## src/rtl/byte_fifo_pkg.sv

```systemverilog
// byte_fifo_pkg: default FIFO dimensions and pointer/count width helper.
//   DATA_W_DEF : default entry width in bits
//   DEPTH_DEF  : default number of entries (power of 2, >= 2)
//   ptr_w()    : pointer width for a given depth; the count is one bit wider
package byte_fifo_pkg;
   localparam int DATA_W_DEF = 8;
   localparam int DEPTH_DEF  = 8;

   function automatic int ptr_w(input int depth);
      return $clog2(depth);
   endfunction
endpackage

```

## src/rtl/byte_fifo_mem.sv

```systemverilog
// byte_fifo_mem: DEPTH x DATA_W register file, one write port, one registered read port.
//   clk, reset        : clock, synchronous active-high reset (clears read register only)
//   we_i/waddr_i/wdata_i : synchronous write port
//   re_i/raddr_i      : read request/address; rdata_o updates after the edge
//   rdata_o           : registered read data, holds when re_i is low
module byte_fifo_mem
   import byte_fifo_pkg::*;
#(
   parameter int DATA_W = DATA_W_DEF,
   parameter int DEPTH  = DEPTH_DEF,
   parameter int ADDR_W = ptr_w(DEPTH_DEF)
) (
   input  logic              clk,
   input  logic              reset,
   input  logic              we_i,
   input  logic [ADDR_W-1:0] waddr_i,
   input  logic [DATA_W-1:0] wdata_i,
   input  logic              re_i,
   input  logic [ADDR_W-1:0] raddr_i,
   output logic [DATA_W-1:0] rdata_o
);
   logic [DATA_W-1:0] mem_q [DEPTH];
   logic [DATA_W-1:0] rdata_q;

   // Storage is deliberately not reset.
   always_ff @(posedge clk) begin
      if (we_i) mem_q[waddr_i] <= wdata_i;
   end

   always_ff @(posedge clk) begin
      if (reset) rdata_q <= '0;
      else if (re_i) rdata_q <= mem_q[raddr_i];
   end

   assign rdata_o = rdata_q;
endmodule

```

## src/rtl/byte_fifo.sv

```systemverilog
// byte_fifo: synchronous single-clock byte FIFO with registered read data and status flags.
//   clk, reset : clock, synchronous active-high reset
//   writeEn    : push request, dataIn captured when not FULL
//   readEn     : pop request, dataOut updated after the edge when not EMPTY
//   dataIn     : write data
//   dataOut    : registered read data, holds when no read is accepted
//   EMPTY/FULL : derived from the registered entry count
//   OVERFLOW/UNDERFLOW : sticky error flags, present only with BYTE_FIFO_ERR_FLAGS_EN defined
module byte_fifo
   import byte_fifo_pkg::*;
#(
   parameter int DATA_W = DATA_W_DEF,
   parameter int DEPTH  = DEPTH_DEF
) (
   input  logic              clk,
   input  logic              reset,
   input  logic              writeEn,
   input  logic              readEn,
   input  logic [DATA_W-1:0] dataIn,
   output logic [DATA_W-1:0] dataOut,
   output logic              EMPTY,
   output logic              FULL
`ifdef BYTE_FIFO_ERR_FLAGS_EN
   ,
   output logic              OVERFLOW,
   output logic              UNDERFLOW
`endif
);
   localparam int ADDR_W = ptr_w(DEPTH);
   localparam int CNT_W  = ADDR_W + 1;

   logic [ADDR_W-1:0] wr_ptr_q, wr_ptr_d, rd_ptr_q, rd_ptr_d;
   logic [CNT_W-1:0]  count_q, count_d;
   logic              wr_ok, rd_ok;

   assign EMPTY = (count_q == '0);
   assign FULL  = (count_q == CNT_W'(DEPTH));
   assign wr_ok = writeEn & ~FULL;
   assign rd_ok = readEn & ~EMPTY;

   always_comb begin
      wr_ptr_d = wr_ok ? wr_ptr_q + 1'b1 : wr_ptr_q;
      rd_ptr_d = rd_ok ? rd_ptr_q + 1'b1 : rd_ptr_q;
      count_d  = (wr_ok && !rd_ok) ? count_q + 1'b1 :
                 (rd_ok && !wr_ok) ? count_q - 1'b1 : count_q;
   end

   always_ff @(posedge clk) begin
      if (reset) begin
         wr_ptr_q <= '0;
         rd_ptr_q <= '0;
         count_q  <= '0;
      end else begin
         wr_ptr_q <= wr_ptr_d;
         rd_ptr_q <= rd_ptr_d;
         count_q  <= count_d;
      end
   end

   // Reset gates the write so storage is never touched in a reset cycle.
   byte_fifo_mem #(
      .DATA_W(DATA_W),
      .DEPTH (DEPTH),
      .ADDR_W(ADDR_W)
   ) u_mem (
      .clk    (clk),
      .reset  (reset),
      .we_i   (wr_ok & ~reset),
      .waddr_i(wr_ptr_q),
      .wdata_i(dataIn),
      .re_i   (rd_ok),
      .raddr_i(rd_ptr_q),
      .rdata_o(dataOut)
   );

`ifdef BYTE_FIFO_ERR_FLAGS_EN
   logic ovf_q, unf_q;

   always_ff @(posedge clk) begin
      if (reset) begin
         ovf_q <= 1'b0;
         unf_q <= 1'b0;
      end else begin
         ovf_q <= ovf_q | (writeEn & FULL);
         unf_q <= unf_q | (readEn & EMPTY);
      end
   end

   assign OVERFLOW  = ovf_q;
   assign UNDERFLOW = unf_q;
`endif
endmodule

```

## config.mk

```make
export PLATFORM = sky130hd
export DESIGN_NAME = byte_fifo
export DESIGN_NICKNAME = d
export VERILOG_FILES = /design/src/rtl/byte_fifo_pkg.sv /design/src/rtl/byte_fifo_mem.sv /design/src/rtl/byte_fifo.sv
export SDC_FILE = /design/constraint.sdc
export NUM_CORES = 1
export LEC_CHECK = 0
export CAP_MARGIN = 10
export CORE_ASPECT_RATIO = 1.75
export CORE_MARGIN = 1.5
export CORE_UTILIZATION = 62
export DETAILED_ROUTE_END_ITERATION = 8
export PLACE_DENSITY_LB_ADDON = 0.2
export SLEW_MARGIN = 20
export SYNTH_ARGS = -nofsm -noshare
export SYNTH_HDL_FRONTEND = slang
export SYNTH_SLANG_ARGS = --single-unit
export TNS_END_PERCENT = 1
```

## constraint.sdc

```tcl
create_clock -name clk -period 5 [get_ports clk]
set_clock_uncertainty 0.15 [all_clocks]
set_input_delay 1.5 -clock clk [delete_from_list [all_inputs] [get_ports clk]]
set_output_delay 1.5 -clock clk [all_outputs]
set_load 0.02 [all_outputs]
```

Word level (Yosys, flattened, before mapping)
Memory sizes are Yosys's and may differ from the RTL's. A register that Yosys moved wholly into a read port is not among the register bits.
Index checks and enable logic that the tools add are counted.
- memory bits (read-only): 0
- bits in latches: 0
- logic and storage cells: 25
- RAM bits: 64
- bits of input ports: 12
- memories: 1
- output and inout bits: 10
- flip-flop bits (word level): 10
- bitwise logic cells: 6
- equality and inequality tests: 1
- div/mod/pow operators: 0
- shift-type cells: 0
- reduce and logical (&&, ||, !) cells: 6
- add/subtract/negate cells: 4
- multipliers: 0
- order comparisons: 0
- multiplexer cells: 4
- memories (memory ; words ; bits a word ; read ports ; clocked after memory_dff ; write ports ; RTL line ; text):
    u_mem.mem_q ; 8 ; 8 ; 1 ; 1 ; 1 ; byte_fifo_mem.sv:22 ; logic [DATA_W-1:0] mem_q [DEPTH];
- operators by type and width (cell ; number):
    $mux 4 ; 2
    $add 3x1->3 const B ; 2
    $add 4x1->4 const B ; 1
    $eq 4x4->1 const B ; 1
    $logic_not 4->1 ; 1
    $sub 4x1->4 const B ; 1
    $and 1x1->1 ; 3
    $not 1->1 ; 3
    $logic_and 1x1->1 ; 2
    $logic_not 1->1 ; 2
    $mux 1 ; 2
    $reduce_bool 2->1 ; 1

Longest topological paths before layout
- word-level depth: 7
- gate-level depth with buffers: 10
- gate-level depth less buffers: 10

By module
A second synthesis with hierarchy kept.
- cell total of the unflattened synthesis: 221
- area, all modules: 3358.2 sq um
- by module, submodules not included (module ; cells each ; instances ; area each (sq um) ; sequential area each (sq um)):
    byte_fifo_mem ; 162 ; 1 ; 2812.7 ; 2082.0
    byte_fifo ; 59 ; 1 ; 545.5 ; 200.2

Worst setup path after synthesis
OpenSTA, ideal clock, no wires.
- kind: input port to flip-flop
- start point: input port readEn
- end point: register count_q[3]
- data required time: 4.729 ns
- path slack: 1.513 ns
- library setup time: 0.121 ns
- cell stages on the path: 10
- data arrival time: 3.217 ns
- buffers on the path: 1
- cell sequence: o41a_4 -> buf_2 -> inv_1 -> ha_1 -> inv_1 -> ha_1 -> a21oi_1 -> a211oi_1 -> a31oi_1 -> mux2_2
- cells in the longest elaborated chain, start to end: 4
- elaborated cells on any way between the ends: 6
- those cells by class: mux (1); bitwise (1); reduce/logical (4)
- RTL lines (element ; RTL line ; text):
    start, declared ; byte_fifo.sv:18 ; input logic readEn,
    $and 1x1->1 * ; byte_fifo.sv:39 ; assign rd_ok = readEn & ~EMPTY;
    $logic_not 1->1 ; byte_fifo.sv:44 ; count_d = (wr_ok && !rd_ok) ? count_q + 1'b1 :
    $logic_and 1x1->1 ; byte_fifo.sv:44 ;
    $mux 4 or $reduce_bool 2->1 (tied branches) ; n/a ;
    end signal, assigned ; byte_fifo.sv:56 ; count_q <= count_d;
    end, declared ; byte_fifo.sv:33 ; logic [CNT_W-1:0] count_q, count_d;
Every way passes the cells marked *; elsewhere a longest branch is shown, timed or not.
A chain may end at the register's enable or synchronous reset.

Worst setup path after layout
- start point: register count_q[0]
- end point: output port FULL
- cells in the longest elaborated chain, start to end: 1
- RTL lines (element ; RTL line ; text):
    $eq 4x4->1 ; byte_fifo.sv:37 ; assign FULL = (count_q == CNT_W'(DEPTH));
    end, declared ; byte_fifo.sv:22 ; output logic FULL
Every way passes these cells.

==> reports/qor.txt <==
Total CTS buffers -> 9
WP data arrival -> 2.01 ns
Count of cell types in the netlist -> 34
Antenna viol nets, final -> 0
Switching portion of total power -> 30.0%
Clk Latency, worst-skew pair -> 0.34 ns
Clock share of power -> 27.7%
Total Power -> 2.05 mW
Max-Cap Viols -> 0
PnR worst setup slack -> 1.34 ns
CP Buf/Inv Count -> 2
CP Capture Type -> output pin
Seq/Total Area, Yosys -> 68.3%
Gp weighted congestion -> 0.726
Logic pwr share -> 30.1%
TritonCTS Sinks -> 82
Peak supply drop -> 0.000304 V
Tcrit/Tclk final -> 73.3%
Die W -> 58.5 µm
Sequential power share -> 42.3%
Most frequent cells in the layout -> edfxtp_1, nor2_1, clkdlybuf4s50_1
Cts hold-fix bufs -> 0
Row count -> 35
GRT Total Usage -> 22.9%
Fin. max-slew vios -> 0
CP max-delay cell -> or4b_4
Tmin final -> 3.66 ns
Drt wl/cell -> 20.9 µm
CTS root buf -> clkbuf_8
Syn Area/Cell -> 17.4 µm²
CTS tree -> yes
RSZ-0062 raised after global routing -> no
Synth area leader -> edfxtp_1
CTS max path bufs -> 2
Pre-CTS WS -> 1.00 ns
Post-CTS resize count -> 0
DP HPWL -> 3.92 mm
Top_reg_cell synth -> edfxtp_1
Routed WL -> 5.90 mm
FF+latch count, synth -> 82
Area Overhead vs Synth -> 15.1%
Fillers -> 321
Warnings from Yosys -> 0
Largest net degree at the start of global routing -> 24
Setup Fix Bufs, Post-CTS -> 0
CP Launch Type -> register
Fmax -> 0.273 GHz
Net Sw Power -> 0.615 mW
EDFF count, synth -> 64
Boundary Pins -> 22
DR pass1 iterations -> 4
Final Hold Fails -> 0
CP delay by family, top -> buffers and inverters
Core area -> 5210 µm²
Initial Utilization -> 64.1%
Layout cells sized above 1 -> 27.3%
Max_slew headroom -> 41.1%
Run status -> finished, final reports clean
Initial antenna violation count -> 0
CP required -> 3.35 ns
Slew @ Worst Pin -> 0.881 ns
Ant. Diodes -> 0
Ys async rst share -> 0%
H-tree Lvls -> 3
CP cell instances -> or4b_4 > inv_1 > clkdlybuf4s50_1
Post-Syn Area -> 3340 µm²
Pint -> 1.44 mW
Commonest non-fill, non-tap cell in the layout -> edfxtp_1
Leak pwr -> 1.29 nW
Die height -> 100 µm
Total gr overflow -> 0
Tightest Hold Check Type -> register to register
Power Dens Cells -> 534 nW/µm²
WS Path Type -> register to output pin
Die area -> 5860 µm²
Via count -> 1733
Critical path fanouts, max -> 6
Dominant cells by area after synthesis -> edfxtp_1, dfxtp_1, mux4_2, o22ai_2, nor2_1
Vias per cell -> 6.15
Clock slew at reported path FFs -> 0.08 ns
Port Buffers -> 21
First-pass GRT wire length -> 9.52 mm
Yosys top cell area share -> 57.5%
Remaining DRCs -> 0
Synth Instances -> 192
Layout net count -> 240
Final setup vio count -> 0
Worst path max stage delay -> 0.60 ns
Final TNS setup -> 0 ns
DRT iter0 DRCs -> 117
Layout Utilization -> 73.8%
Vias in the first global route -> 1876
Syn Nets -> 210
==> final cells by class <==
cell class,count,area (µm²),share of cell area (%)
Timing Repair Buffer,28,263,6.84
Sequential cell,82,2280,59.4
Clock buffer,9,124,3.22
Tap cell,55,68.8,1.79
Inverter,4,15.0,0.391
Multi-Input combinational cell,97,975,25.4
Clock inverter,7,116,3.03
==> path summary, 6_finish.rpt <==
kind,slack (ns),end,from,cells past startpoint
setup / recovery,1.34,FULL,count_q[0],3
hold / removal,0.35,u_mem.rdata_o[3],u_mem.rdata_o[3],2
setup reg to reg,2.07,count_q[3],count_q[0],10
hold reg to reg,0.35,u_mem.rdata_o[3],u_mem.rdata_o[3],2
==> synthesized netlist by cell type (all sizes together) (3+ instances only) <==
master	number
nor2	24
a21oi	3
buf	7
o22ai	8
nor3	11
xor2	3
mux4	16
edfxtp	64
xnor2	3
inv	4
nand2	8
ha	5
dfxtp	18
==> cell families (layout without fill, tap and decap cells) <==
| logic type | count (synthesis) | count (layout) | synth area share (%) |
|---|---|---|---|
| flip-flops | 82 | 82 | 68.3 |
| AO/OA/AOI/OAI | 14 | 14 | 4.49 |
| adder cells (fa/ha/maj) | 6 | 6 | 2.47 |
| buffers and inverters | 13 | 48 | 2.51 |
| AND/OR/NAND/NOR | 52 | 52 | 8.91 |
| multiplexers | 19 | 19 | 11.7 |
| XOR/XNOR | 6 | 6 | 1.57 |
==> per-layer routing <==
layer  track usage, %  up-vias  part of all wire (%)
met5                0        -                     0
met4             10.6        0                   2.0
met3             5.93       11                   4.6
met2             38.7       55                    56
met1             26.7      866                    38
li1                 -      801                     -
==> metrics by stage <==
| step | cells | hold slack, ns | instance area [µm²] |
|---|---|---|---|
| floorplan | 192 | 0.352 | 3340 |
| global placement | 266 | 0.332 | 3600 |
| detailed placement | 266 | 0.337 | 3600 |
| finish | 282 | 0.352 | 3840 |
| CTS | 282 | 0.359 | 3840 |
| global route | 282 | 0.385 | 3840 |
==> tightest hold or removal path, cell delays in order, from the launching register on <==
cell and delay, ns:
dfxtp_1 0.33, nor2_1 0.05, nor3_2 0.08
==> power by group through the flow <==
stage / registers [mW] / clock network [mW] / logic (mW)
2_1_floorplan: 0.887 / 0 / 0.476
3_3_place_gp: 0.879 / 0 / 0.604
3_5_place_dp: 0.885 / 0 / 0.621
4_1_cts: 0.870 / 0.572 / 0.626
5_1_grt: 0.878 / 0.601 / 0.684
6_report: 0.868 / 0.568 / 0.617
==> registers in the layout (all words and copies together), names as in the netlist <==
signal	flops
rd_ptr_q	3
count_q	4
wr_ptr_q	3
u_mem.rdata_o	8
u_mem.mem_q	64
No activity file was read; power rests on OpenSTA's default activity.
